`config.mk`:
```
export PLATFORM = sky130hd
export DESIGN_NAME = alu_req_seq_flat
export DESIGN_NICKNAME = d
export VERILOG_FILES = /design/src/rtl/alu_req_seq_if.sv /design/src/rtl/alu_req_seq.sv /design/src/flat_wrapper.sv
export SDC_FILE = /design/constraint.sdc
export NUM_CORES = 1
export LEC_CHECK = 0
export CAP_MARGIN = 20
export CORE_MARGIN = 2
export CORE_UTILIZATION = 38
export CTS_CLUSTER_DIAMETER = 150
export DETAILED_ROUTE_END_ITERATION = 8
export GPL_TIMING_DRIVEN = 0
export PLACE_DENSITY = 0.78
export SYNTH_ARGS = -nofsm -noshare
export SYNTH_HDL_FRONTEND = slang
export SYNTH_SLANG_ARGS = --single-unit
```
`constraint.sdc`:
```
create_clock -name clk -period 2.35 [get_ports clk]
set_input_delay 0.3525 -clock clk [delete_from_list [all_inputs] [get_ports clk]]
set_output_delay 0.3525 -clock clk [all_outputs]
set_load 0.005 [all_outputs]
```
`src/rtl/alu_req_seq_if.sv`:
```
// Handshake and ALU-side bundle for the ALU request sequencer.
// slave = the sequencer itself, master = the decode/ALU/consumer environment.
interface alu_req_seq_if #(
    parameter int XLEN  = 32,
    parameter int CNT_W = 16
);
    logic             req_valid;
    logic             req_ready;
    logic [6:0]       opcode;
    logic [2:0]       funct3;
    logic             funct7_5;
    logic [XLEN-1:0]  rs1_val;
    logic [XLEN-1:0]  rs2_val;
    logic [XLEN-1:0]  imm;

    logic [XLEN-1:0]  alu_a;
    logic [XLEN-1:0]  alu_b;
    logic [3:0]       alu_asel;
    logic [XLEN-1:0]  alu_out;
    logic             alu_cf;
    logic             alu_ov;
    logic             alu_zero;

    logic             rsp_valid;
    logic             rsp_ready;
    logic [XLEN-1:0]  rsp_result;
    logic             rsp_taken;
    logic             rsp_cf;
    logic             rsp_ov;
    logic             rsp_zero;
    logic             rsp_illegal;
    logic [CNT_W-1:0] op_count;

    modport slave (
        input  req_valid, opcode, funct3, funct7_5, rs1_val, rs2_val, imm,
        input  alu_out, alu_cf, alu_ov, alu_zero,
        input  rsp_ready,
        output req_ready,
        output alu_a, alu_b, alu_asel,
        output rsp_valid, rsp_result, rsp_taken, rsp_cf, rsp_ov, rsp_zero, rsp_illegal,
        output op_count
    );

    modport master (
        output req_valid, opcode, funct3, funct7_5, rs1_val, rs2_val, imm,
        output alu_out, alu_cf, alu_ov, alu_zero,
        output rsp_ready,
        input  req_ready,
        input  alu_a, alu_b, alu_asel,
        input  rsp_valid, rsp_result, rsp_taken, rsp_cf, rsp_ov, rsp_zero, rsp_illegal,
        input  op_count
    );
endinterface

```
`src/rtl/alu_req_seq.sv`:
```
// Request-side sequencer for the 32-bit combinational ALU: decodes a request,
// holds the ALU operands in registers, captures result/flags and returns a response.
module alu_req_seq #(
    parameter int XLEN  = 32,
    parameter int CNT_W = 16
) (
    input  logic         clk,
    input  logic         rst,
    alu_req_seq_if.slave bus
);
    // state  | meaning
    // S_IDLE | ready for a request; decode and register ALU inputs on accept
    // S_EXEC | ALU inputs stable; capture result, flags and branch outcome
    // S_RESP | response held until rsp_ready
    typedef enum logic [1:0] {
        S_IDLE,
        S_EXEC,
        S_RESP
    } state_t;

    localparam logic [6:0] OP_R     = 7'b0110011;
    localparam logic [6:0] OP_I     = 7'b0010011;
    localparam logic [6:0] OP_LOAD  = 7'b0000011;
    localparam logic [6:0] OP_STORE = 7'b0100011;
    localparam logic [6:0] OP_BR    = 7'b1100011;

    localparam logic [3:0] ASEL_AND = 4'b0000;
    localparam logic [3:0] ASEL_OR  = 4'b0001;
    localparam logic [3:0] ASEL_ADD = 4'b0010;
    localparam logic [3:0] ASEL_SUB = 4'b0110;
    localparam logic [3:0] ASEL_SLT = 4'b0111;
    localparam logic [3:0] ASEL_EQ  = 4'b1111;

    state_t           r_state;
    logic             r_req_ready;
    logic [XLEN-1:0]  r_alu_a;
    logic [XLEN-1:0]  r_alu_b;
    logic [3:0]       r_alu_asel;
    logic             r_is_br;
    logic             r_br_inv;
    logic             r_rsp_valid;
    logic [XLEN-1:0]  r_rsp_result;
    logic             r_rsp_taken;
    logic             r_rsp_cf;
    logic             r_rsp_ov;
    logic             r_rsp_zero;
    logic             r_rsp_illegal;
    logic [CNT_W-1:0] r_op_count;

    logic             w_legal;
    logic [3:0]       w_asel;
    logic             w_use_imm;
    logic             w_is_br;
    logic             w_br_inv;
    logic [XLEN-1:0]  w_operand_b;

    always_comb begin
        w_legal   = 1'b1;
        w_asel    = ASEL_ADD;
        w_use_imm = 1'b0;
        w_is_br   = 1'b0;
        w_br_inv  = 1'b0;
        case (bus.opcode)
            OP_R: begin
                case (bus.funct3)
                    3'b000:  w_asel = bus.funct7_5 ? ASEL_SUB : ASEL_ADD;
                    3'b111:  w_asel = ASEL_AND;
                    3'b110:  w_asel = ASEL_OR;
                    3'b010:  w_asel = ASEL_SLT;
                    default: w_legal = 1'b0;
                endcase
            end
            OP_I: begin
                w_use_imm = 1'b1;
                case (bus.funct3)
                    3'b000:  w_asel = ASEL_ADD;
                    3'b111:  w_asel = ASEL_AND;
                    3'b110:  w_asel = ASEL_OR;
                    3'b010:  w_asel = ASEL_SLT;
                    default: w_legal = 1'b0;
                endcase
            end
            OP_LOAD, OP_STORE: begin
                w_use_imm = 1'b1;
                w_asel    = ASEL_ADD;
            end
            OP_BR: begin
                // The ALU answers "equal" or "less than" in bit 0; BNE/BGE invert it.
                w_is_br = 1'b1;
                case (bus.funct3)
                    3'b000:  w_asel = ASEL_EQ;
                    3'b001: begin
                        w_asel   = ASEL_EQ;
                        w_br_inv = 1'b1;
                    end
                    3'b100:  w_asel = ASEL_SLT;
                    3'b101: begin
                        w_asel   = ASEL_SLT;
                        w_br_inv = 1'b1;
                    end
                    default: w_legal = 1'b0;
                endcase
            end
            default: w_legal = 1'b0;
        endcase
    end

    assign w_operand_b = w_use_imm ? bus.imm : bus.rs2_val;

    always_ff @(posedge clk) begin
        if (rst) begin
            r_state       <= S_IDLE;
            r_req_ready   <= 1'b1;
            r_alu_a       <= '0;
            r_alu_b       <= '0;
            r_alu_asel    <= 4'b0000;
            r_is_br       <= 1'b0;
            r_br_inv      <= 1'b0;
            r_rsp_valid   <= 1'b0;
            r_rsp_result  <= '0;
            r_rsp_taken   <= 1'b0;
            r_rsp_cf      <= 1'b0;
            r_rsp_ov      <= 1'b0;
            r_rsp_zero    <= 1'b0;
            r_rsp_illegal <= 1'b0;
            r_op_count    <= '0;
        end else begin
            case (r_state)
                S_IDLE: begin
                    if (bus.req_valid && r_req_ready) begin
                        r_req_ready <= 1'b0;
                        if (w_legal) begin
                            r_alu_a    <= bus.rs1_val;
                            r_alu_b    <= w_operand_b;
                            r_alu_asel <= w_asel;
                            r_is_br    <= w_is_br;
                            r_br_inv   <= w_br_inv;
                            r_state    <= S_EXEC;
                        end else begin
                            // Illegal encodings skip the ALU and leave its inputs untouched.
                            r_rsp_result  <= '0;
                            r_rsp_taken   <= 1'b0;
                            r_rsp_cf      <= 1'b0;
                            r_rsp_ov      <= 1'b0;
                            r_rsp_zero    <= 1'b0;
                            r_rsp_illegal <= 1'b1;
                            r_rsp_valid   <= 1'b1;
                            r_state       <= S_RESP;
                        end
                    end
                end
                S_EXEC: begin
                    r_rsp_result  <= bus.alu_out;
                    r_rsp_taken   <= r_is_br & (bus.alu_out[0] ^ r_br_inv);
                    r_rsp_cf      <= bus.alu_cf;
                    r_rsp_ov      <= bus.alu_ov;
                    r_rsp_zero    <= bus.alu_zero;
                    r_rsp_illegal <= 1'b0;
                    r_rsp_valid   <= 1'b1;
                    r_state       <= S_RESP;
                end
                S_RESP: begin
                    if (bus.rsp_ready) begin
                        r_rsp_valid <= 1'b0;
                        r_req_ready <= 1'b1;
                        r_state     <= S_IDLE;
                        if (!r_rsp_illegal) begin
                            r_op_count <= r_op_count + CNT_W'(1);
                        end
                    end
                end
                default: begin
                    r_state     <= S_IDLE;
                    r_req_ready <= 1'b1;
                    r_rsp_valid <= 1'b0;
                end
            endcase
        end
    end

    assign bus.req_ready   = r_req_ready;
    assign bus.alu_a       = r_alu_a;
    assign bus.alu_b       = r_alu_b;
    assign bus.alu_asel    = r_alu_asel;
    assign bus.rsp_valid   = r_rsp_valid;
    assign bus.rsp_result  = r_rsp_result;
    assign bus.rsp_taken   = r_rsp_taken;
    assign bus.rsp_cf      = r_rsp_cf;
    assign bus.rsp_ov      = r_rsp_ov;
    assign bus.rsp_zero    = r_rsp_zero;
    assign bus.rsp_illegal = r_rsp_illegal;
    assign bus.op_count    = r_op_count;
endmodule
```
`src/flat_wrapper.sv`:
```
// flat-port wrapper written by rule: the top's interface ports become plain ports
module alu_req_seq_flat 
#(
    parameter int XLEN  = 32,
    parameter int CNT_W = 16
)
  (clk, rst, bus_req_valid, bus_opcode, bus_funct3, bus_funct7_5, bus_rs1_val, bus_rs2_val, bus_imm, bus_alu_out, bus_alu_cf, bus_alu_ov, bus_alu_zero, bus_rsp_ready, bus_req_ready, bus_alu_a, bus_alu_b, bus_alu_asel, bus_rsp_valid, bus_rsp_result, bus_rsp_taken, bus_rsp_cf, bus_rsp_ov, bus_rsp_zero, bus_rsp_illegal, bus_op_count);
  alu_req_seq_if #(.XLEN(XLEN), .CNT_W(CNT_W)) bus_i ();
  input  logic clk;
  input  logic rst;
  input wire logic [$bits(bus_i.req_valid)-1:0] bus_req_valid;
  input wire logic [$bits(bus_i.opcode)-1:0] bus_opcode;
  input wire logic [$bits(bus_i.funct3)-1:0] bus_funct3;
  input wire logic [$bits(bus_i.funct7_5)-1:0] bus_funct7_5;
  input wire logic [$bits(bus_i.rs1_val)-1:0] bus_rs1_val;
  input wire logic [$bits(bus_i.rs2_val)-1:0] bus_rs2_val;
  input wire logic [$bits(bus_i.imm)-1:0] bus_imm;
  input wire logic [$bits(bus_i.alu_out)-1:0] bus_alu_out;
  input wire logic [$bits(bus_i.alu_cf)-1:0] bus_alu_cf;
  input wire logic [$bits(bus_i.alu_ov)-1:0] bus_alu_ov;
  input wire logic [$bits(bus_i.alu_zero)-1:0] bus_alu_zero;
  input wire logic [$bits(bus_i.rsp_ready)-1:0] bus_rsp_ready;
  output wire logic [$bits(bus_i.req_ready)-1:0] bus_req_ready;
  output wire logic [$bits(bus_i.alu_a)-1:0] bus_alu_a;
  output wire logic [$bits(bus_i.alu_b)-1:0] bus_alu_b;
  output wire logic [$bits(bus_i.alu_asel)-1:0] bus_alu_asel;
  output wire logic [$bits(bus_i.rsp_valid)-1:0] bus_rsp_valid;
  output wire logic [$bits(bus_i.rsp_result)-1:0] bus_rsp_result;
  output wire logic [$bits(bus_i.rsp_taken)-1:0] bus_rsp_taken;
  output wire logic [$bits(bus_i.rsp_cf)-1:0] bus_rsp_cf;
  output wire logic [$bits(bus_i.rsp_ov)-1:0] bus_rsp_ov;
  output wire logic [$bits(bus_i.rsp_zero)-1:0] bus_rsp_zero;
  output wire logic [$bits(bus_i.rsp_illegal)-1:0] bus_rsp_illegal;
  output wire logic [$bits(bus_i.op_count)-1:0] bus_op_count;
  assign bus_i.req_valid = bus_req_valid;
  assign bus_i.opcode = bus_opcode;
  assign bus_i.funct3 = bus_funct3;
  assign bus_i.funct7_5 = bus_funct7_5;
  assign bus_i.rs1_val = bus_rs1_val;
  assign bus_i.rs2_val = bus_rs2_val;
  assign bus_i.imm = bus_imm;
  assign bus_i.alu_out = bus_alu_out;
  assign bus_i.alu_cf = bus_alu_cf;
  assign bus_i.alu_ov = bus_alu_ov;
  assign bus_i.alu_zero = bus_alu_zero;
  assign bus_i.rsp_ready = bus_rsp_ready;
  assign bus_req_ready = bus_i.req_ready;
  assign bus_alu_a = bus_i.alu_a;
  assign bus_alu_b = bus_i.alu_b;
  assign bus_alu_asel = bus_i.alu_asel;
  assign bus_rsp_valid = bus_i.rsp_valid;
  assign bus_rsp_result = bus_i.rsp_result;
  assign bus_rsp_taken = bus_i.rsp_taken;
  assign bus_rsp_cf = bus_i.rsp_cf;
  assign bus_rsp_ov = bus_i.rsp_ov;
  assign bus_rsp_zero = bus_i.rsp_zero;
  assign bus_rsp_illegal = bus_i.rsp_illegal;
  assign bus_op_count = bus_i.op_count;
  alu_req_seq #(.XLEN(XLEN), .CNT_W(CNT_W)) u_core (.clk(clk), .rst(rst), .bus(bus_i));
endmodule
```
### After elaboration in Yosys (flattened, before gate mapping)

Index checks and enable logic that the tools add are counted.

* register bits: 127
* output and inout port bits: 123
* word-level logic and storage cells: 88

* add/subtract/negate cells: 1
* equal/unequal tests: 16
* mux-type cells: 34
* bitwise gates (word level): 4
* reduce and logical (&&, ||, !) cells: 18

Operator list (number)
* 2-to-1 mux 32 bit: 3
* one-hot mux 32 bit (2 select lines): 1
* adder 16 x 1 -> 16 bit (second input constant): 1
* one-hot mux 4 bit (4 select lines): 1
* AND reduction 3 bit: 5
* equality test 7 x 6 -> 1 bit (second input constant): 2
* 2-to-1 mux 1 bit: 13
* equality test 3 bit (second input constant): 4
* one-hot mux 4 bit (3 select lines): 1
* one-hot mux 1 bit (2 select lines): 5
* OR reduction 2 bit: 5
* one-hot mux 1 bit (3 select lines): 3
* one-hot mux 3 bit (3 select lines): 1
* one-hot mux 4 bit (2 select lines): 1
* OR reduction 4 bit: 2
* equality test 7 x 2 -> 1 bit (second input constant): 1
* equality test 7 x 5 -> 1 bit (second input constant): 1
* equality test 7 bit (second input constant): 1
* 2-to-1 mux 2 bit: 3
* one-hot mux 2 bit (3 select lines): 1
* inequality test 2 bit (second input constant): 2
* equality test 3 x 1 -> 1 bit (second input constant): 1
* equality test 3 x 2 -> 1 bit (second input constant): 1
* logical NOT 3 bit: 1
* 12 further kinds: 13

### Depth between registers and ports, before layout

Gate-level depths: netlist of the first run.

* depth after elaboration: 7
* depth in mapped cells: 7
* depth with buffers taken out: 6

### Least setup slack after synthesis of the first run

Ideal clock, no wire load.

* path type: in2reg
* from: in bus_funct3[0]
* to: reg u_core.r_alu_b[21], in the netlist u_core.bus.alu_b[21]
* library setup time: 0.119 ns
* arrival time: 1.610 ns
* required time: 2.231 ns
* setup slack: 0.621 ns
* stages: 6
* cell sequence: or2_2 -> a21o_1 -> a211oi_4 -> nor2_1 -> buf_2 -> o2bb2ai_1

* longest elaborated chain between the ends: 5
* elaborated cells between the ends (all ways): 13
* those cells by class: eq/ne: 6; mux: 3; reduce/logical: 4

RTL lines
* start, declared: line flat_wrapper.sv:13 `input wire logic [$bits(bus_i.funct3)-1:0] bus_funct3;`
* equality test 3 bit, or another cell as far along: line alu_req_seq.sv:90 `case (bus.funct3)`
* OR reduction 4 bit (no line)
* 2-to-1 mux 1 bit (on tied branches): line alu_req_seq.sv:90, alu_req_seq.sv:65, alu_req_seq.sv:75
* one-hot mux 1 bit (3 select lines) (*): line alu_req_seq.sv:63 `case (bus.opcode)`
* AND reduction 3 bit (no line) (*)
* end signal, assigned: line alu_req_seq.sv:134 `r_alu_b <= w_operand_b;`
* end, declared: line alu_req_seq.sv:37 `logic [XLEN-1:0] r_alu_b;`

Every way passes the cells marked *; elsewhere a longest branch is shown, timed or not.
A chain may end at the register's enable or synchronous reset.

### Final worst setup path of the first run

* from: in bus_funct3[1]
* to: reg u_core.r_alu_b[17], in the netlist u_core.bus.alu_b[17]

The elaborated chain is that of the path after synthesis.

==> key figures, run 1 <==
Global route
  – Vias in the first global route: 4,863
  – Largest net degree at the start of global routing: 17
  – GRT overflow: 0
  – GRT Overall Usage: 23.14%
  – First-pass GRT wire length: 23,890 um
  – Initial antenna violation count: 0

Die
  – Site Rows: 40
  – Placeable Area: 12,160 um^2
  – Top-Level Pins: 269
  – Die area: 13,480 um^2
  – Die Ht: 116.1 um
  – Initial core utilization: 39.26%
  – Die Wd: 116.1 um

Detailed routing
  – DRT iter0 DRCs: 185
  – Wirelength per Cell: 16.59 um
  – Pre-antenna DRT Iters: 6
  – Wirelength, routed: 15,670 um
  – DR vias: 4,666
  – Post-DRT Antenna Nets: 0
  – Vias per inst: 4.938
  – DRC Markers: 0

Cells and area
  – Most common cell after layout, fill and taps aside: clkdlybuf4s50_1
  – Most frequent cells in the layout: 267 x clkdlybuf4s50_1, 127 x dfxtp_1, 79 x nand2_1, 45 x a21oi_1, 35 x a22o_1
  – Area of the multi-input gates: 2092 um^2
  – Register area: 2542 um^2
  – NumNets Final: 913
  – P&R area growth vs syn: 72.41%
  – Share of cells above drive strength 1: 6.564%
  – Fill cell count: 964
  – Diodes inserted: 0

Timing
  – Top achievable clock speed: 487.8 MHz
  – Slew headroom: 50.80%
  – Hold Vio Cnt, Final: 0
  – Min Tclk post-route: 2050 ps
  – Fin Setup TNS: 0 ps
  – Pins Over Slew Limit: 0
  – Fin Hold WS: 457.8 ps
  – RSZ-0062 raised after global routing: false
  – Final clock skew: 6.489 ps
  – Final setup viols: 0
  – Final period util: 87.24%
  – Worst Tran Pin Value: 738.0 ps

CTS
  – H-Tree Level Count: 4
  – Worst-path clk slew: 60 ps
  – Clock sinks: 127
  – CTS Buf Count: 17
  – Clk_lat worst skew: 410 ps
  – Post-CTS Setup Repair Bufs: 0
  – Hold Buf Count CTS: 0
  – Longest Clk Path Bufs: 2
  – CTS tree: yes
  – CTS root buffer: clkbuf_16
  – CTS resizes: 0

Pwr
  – PwrDens: 625.2 nW/um^2
  – Internal power: 4.110 mW
  – Leak pwr: 3.117 nW
  – Worst vdd ir: 0.3910 mV
  – Comb pwr share: 8.2%
  – Net Sw Frac: 20.14%
  – NetSw: 1.037 mW
  – Seq pwr share: 42.4%
  – Clock power frac: 49.3%

Critical path
  – Worst path arrival time: 2340 ps
  – CP required: 2640 ps
  – R2R Setup Slk: 360 ps
  – Worst Setup End Kind: flip-flop
  – Crit path kind: input pin to flip-flop
  – Startpoint type of the worst setup path: input pin
  – Worst-path maximum fanout: 10

Yosys
  – Synthesized instance count: 480
  – Synth Flop Type: dfxtp_1
  – Share of flip-flops with an asynchronous set or reset: 0%
  – Yosys warnings: 0
  – Post-synth EDFFs: 0
  – Syn Area/Cell: 9.947 um^2
  – Top-area cell type share of the netlist area: 53.25%
  – Flip-flop and latch count after synthesis: 127
  – Sequential area share after synthesis: 53.25%
  – Syn Nets: 627
  – Synth area leader: dfxtp_1
  – Library cells used by synthesis: 42
  – Area contributors post-synth: dfxtp_1 53%, mux2i_1 6.7%, a22o_1 6.4%, nand2_1 6.2%, o2bb2ai_1 5.9%
  – Area of the mapped netlist: 4775 um^2

Placed design
  – Post-detail-place hpwl: 12,240 um
  – Gp weighted congestion: 0.8416
  – Port Buffers: 267

Outcome
  – Status: finished clean

Worst hold path
  – HP Class: flip-flop to flip-flop

Flow run
  – Max Cap Viol: 0
-- worst paths after layout --
| check | endpoint | from | cells after the start |
|---|---|---|---|
| worst min register to register | u_core.bus.alu_a[26] | u_core.bus.alu_a[26] | 2 |
| worst max-delay path | u_core.bus.alu_b[17] | bus_funct3[1] | 7 |
| worst min-delay path | u_core.bus.alu_a[26] | u_core.bus.alu_a[26] | 2 |
| worst max register to register | u_core.bus.alu_b[17] | u_core.r_state[1] | 6 |
-- metrics by stage --
step / setup slack (ps) / area [um^2] / instances / total power [mW] / util [%]
after floorplan: 621.3 / 4775 / 480 / 2.343 / -
after global placement: -127.2 / 7657 / 915 / 2.644 / 62.96
after detailed placement: -121.1 / 7657 / 915 / 2.653 / 62.96
after CTS: 298.7 / 8232 / 945 / 5.191 / 67.69
after global routing: 134.9 / 8232 / 945 / 5.327 / 67.69
final: 299.8 / 8232 / 945 / 5.147 / 67.69
-- power by group through the flow --
stage / registers [mW] / logic [mW] / clock network, mW
6_report: 2.18 / 0.424 / 2.54
3_5_place_dp: 2.23 / 0.425 / 0
2_1_floorplan: 2.23 / 0.115 / 0
3_3_place_gp: 2.23 / 0.417 / 0
5_1_grt: 2.18 / 0.456 / 2.69
4_1_cts: 2.18 / 0.427 / 2.58
-- synthesized netlist by cell type, types with 2 or more instances --
cell,count
a21o_1,2
a21oi_1,45
a22o_1,35
buf_1,2
buf_2,13
clkbuf_1,16
dfxtp_1,127
inv_1,2
mux2i_1,32
nand2_1,79
nand2b_1,4
nand3_1,9
nand3b_1,4
nand4_1,3
nor2_1,21
nor2b_1,4
nor3_1,5
o21ai_0,4
o21bai_1,2
o2bb2ai_1,32
or2_2,5
xnor2_1,8
xor2_1,7
-- critical path, stage by stage --
cell and delay (ps):
clkdlybuf4s50_1 520, nand2b_1 200, a21o_1 240, a211oi_4 460
nor2_1 190, buf_2 240, o2bb2ai_1 150
-- state kept, by name (all words and copies together) (netlist names) --
| signal | count |
|---|---|
| u_core.bus.rsp_illegal | 1 |
| u_core.bus.rsp_taken | 1 |
| u_core.bus.req_ready | 1 |
| u_core.bus.alu_b | 32 |
| u_core.bus.rsp_valid | 1 |
| u_core.bus.alu_a | 32 |
| u_core.r_state | 2 |
| u_core.bus.rsp_zero | 1 |
| u_core.bus.rsp_result | 32 |
| u_core.bus.rsp_cf | 1 |
| u_core.bus.alu_asel | 4 |
| u_core.bus.rsp_ov | 1 |
| u_core.r_is_br | 1 |
| u_core.r_br_inv | 1 |
| u_core.bus.op_count | 16 |
-- metal layers --
| layer | track usage (%) | routed length, um | vias to the layer above |
|---|---|---|---|
| met5 | 0 | 0 | - |
| met4 | 10.24 | 349 | 0 |
| met3 | 10.22 | 1395 | 23 |
| met2 | 40.19 | 7938 | 175 |
| met1 | 24.33 | 5989 | 2186 |
| li1 | - | - | 2282 |
-- layout make-up --
type	instances	area share, %
Clock inverter	6	1.003
Inverter	2	0.09120
Multi-Input combinational cell	320	25.41
Tap cell	168	2.554
Timing Repair Buffer	267	32.47
Clock buffer	24	5.974
Buffer	31	1.611
Sequential cell	127	30.89
-- logic make-up (layout without fill, tap and decap cells) --
logic type / after synthesis / count (layout) / synth area share, %
and+or+nand+nor: 145 / 145 / 14.57
AOI/OAI and AO/OA: 127 / 127 / 19.52
DFF: 127 / 127 / 53.25
buffers and inverters: 33 / 330 / 2.935
muxes: 32 / 32 / 6.709
xor gates and xnor gates: 15 / 15 / 2.752
adders and majority gates: 1 / 1 / 0.2620
No activity file was read; power rests on OpenSTA's default activity.
==> run 2: changes to the inputs <==
Settings changed: GPL_ROUTABILITY_DRIVEN set to 0.
==> results of run 2 <==
Final layout, timing and power as in run 1 (identical DEF).
==> run 3: changes to the inputs <==
Settings changed: CTS_CLUSTER_DIAMETER 150 to not set.
==> results of run 3 <==
Final layout, timing and power as in run 1 (identical DEF).
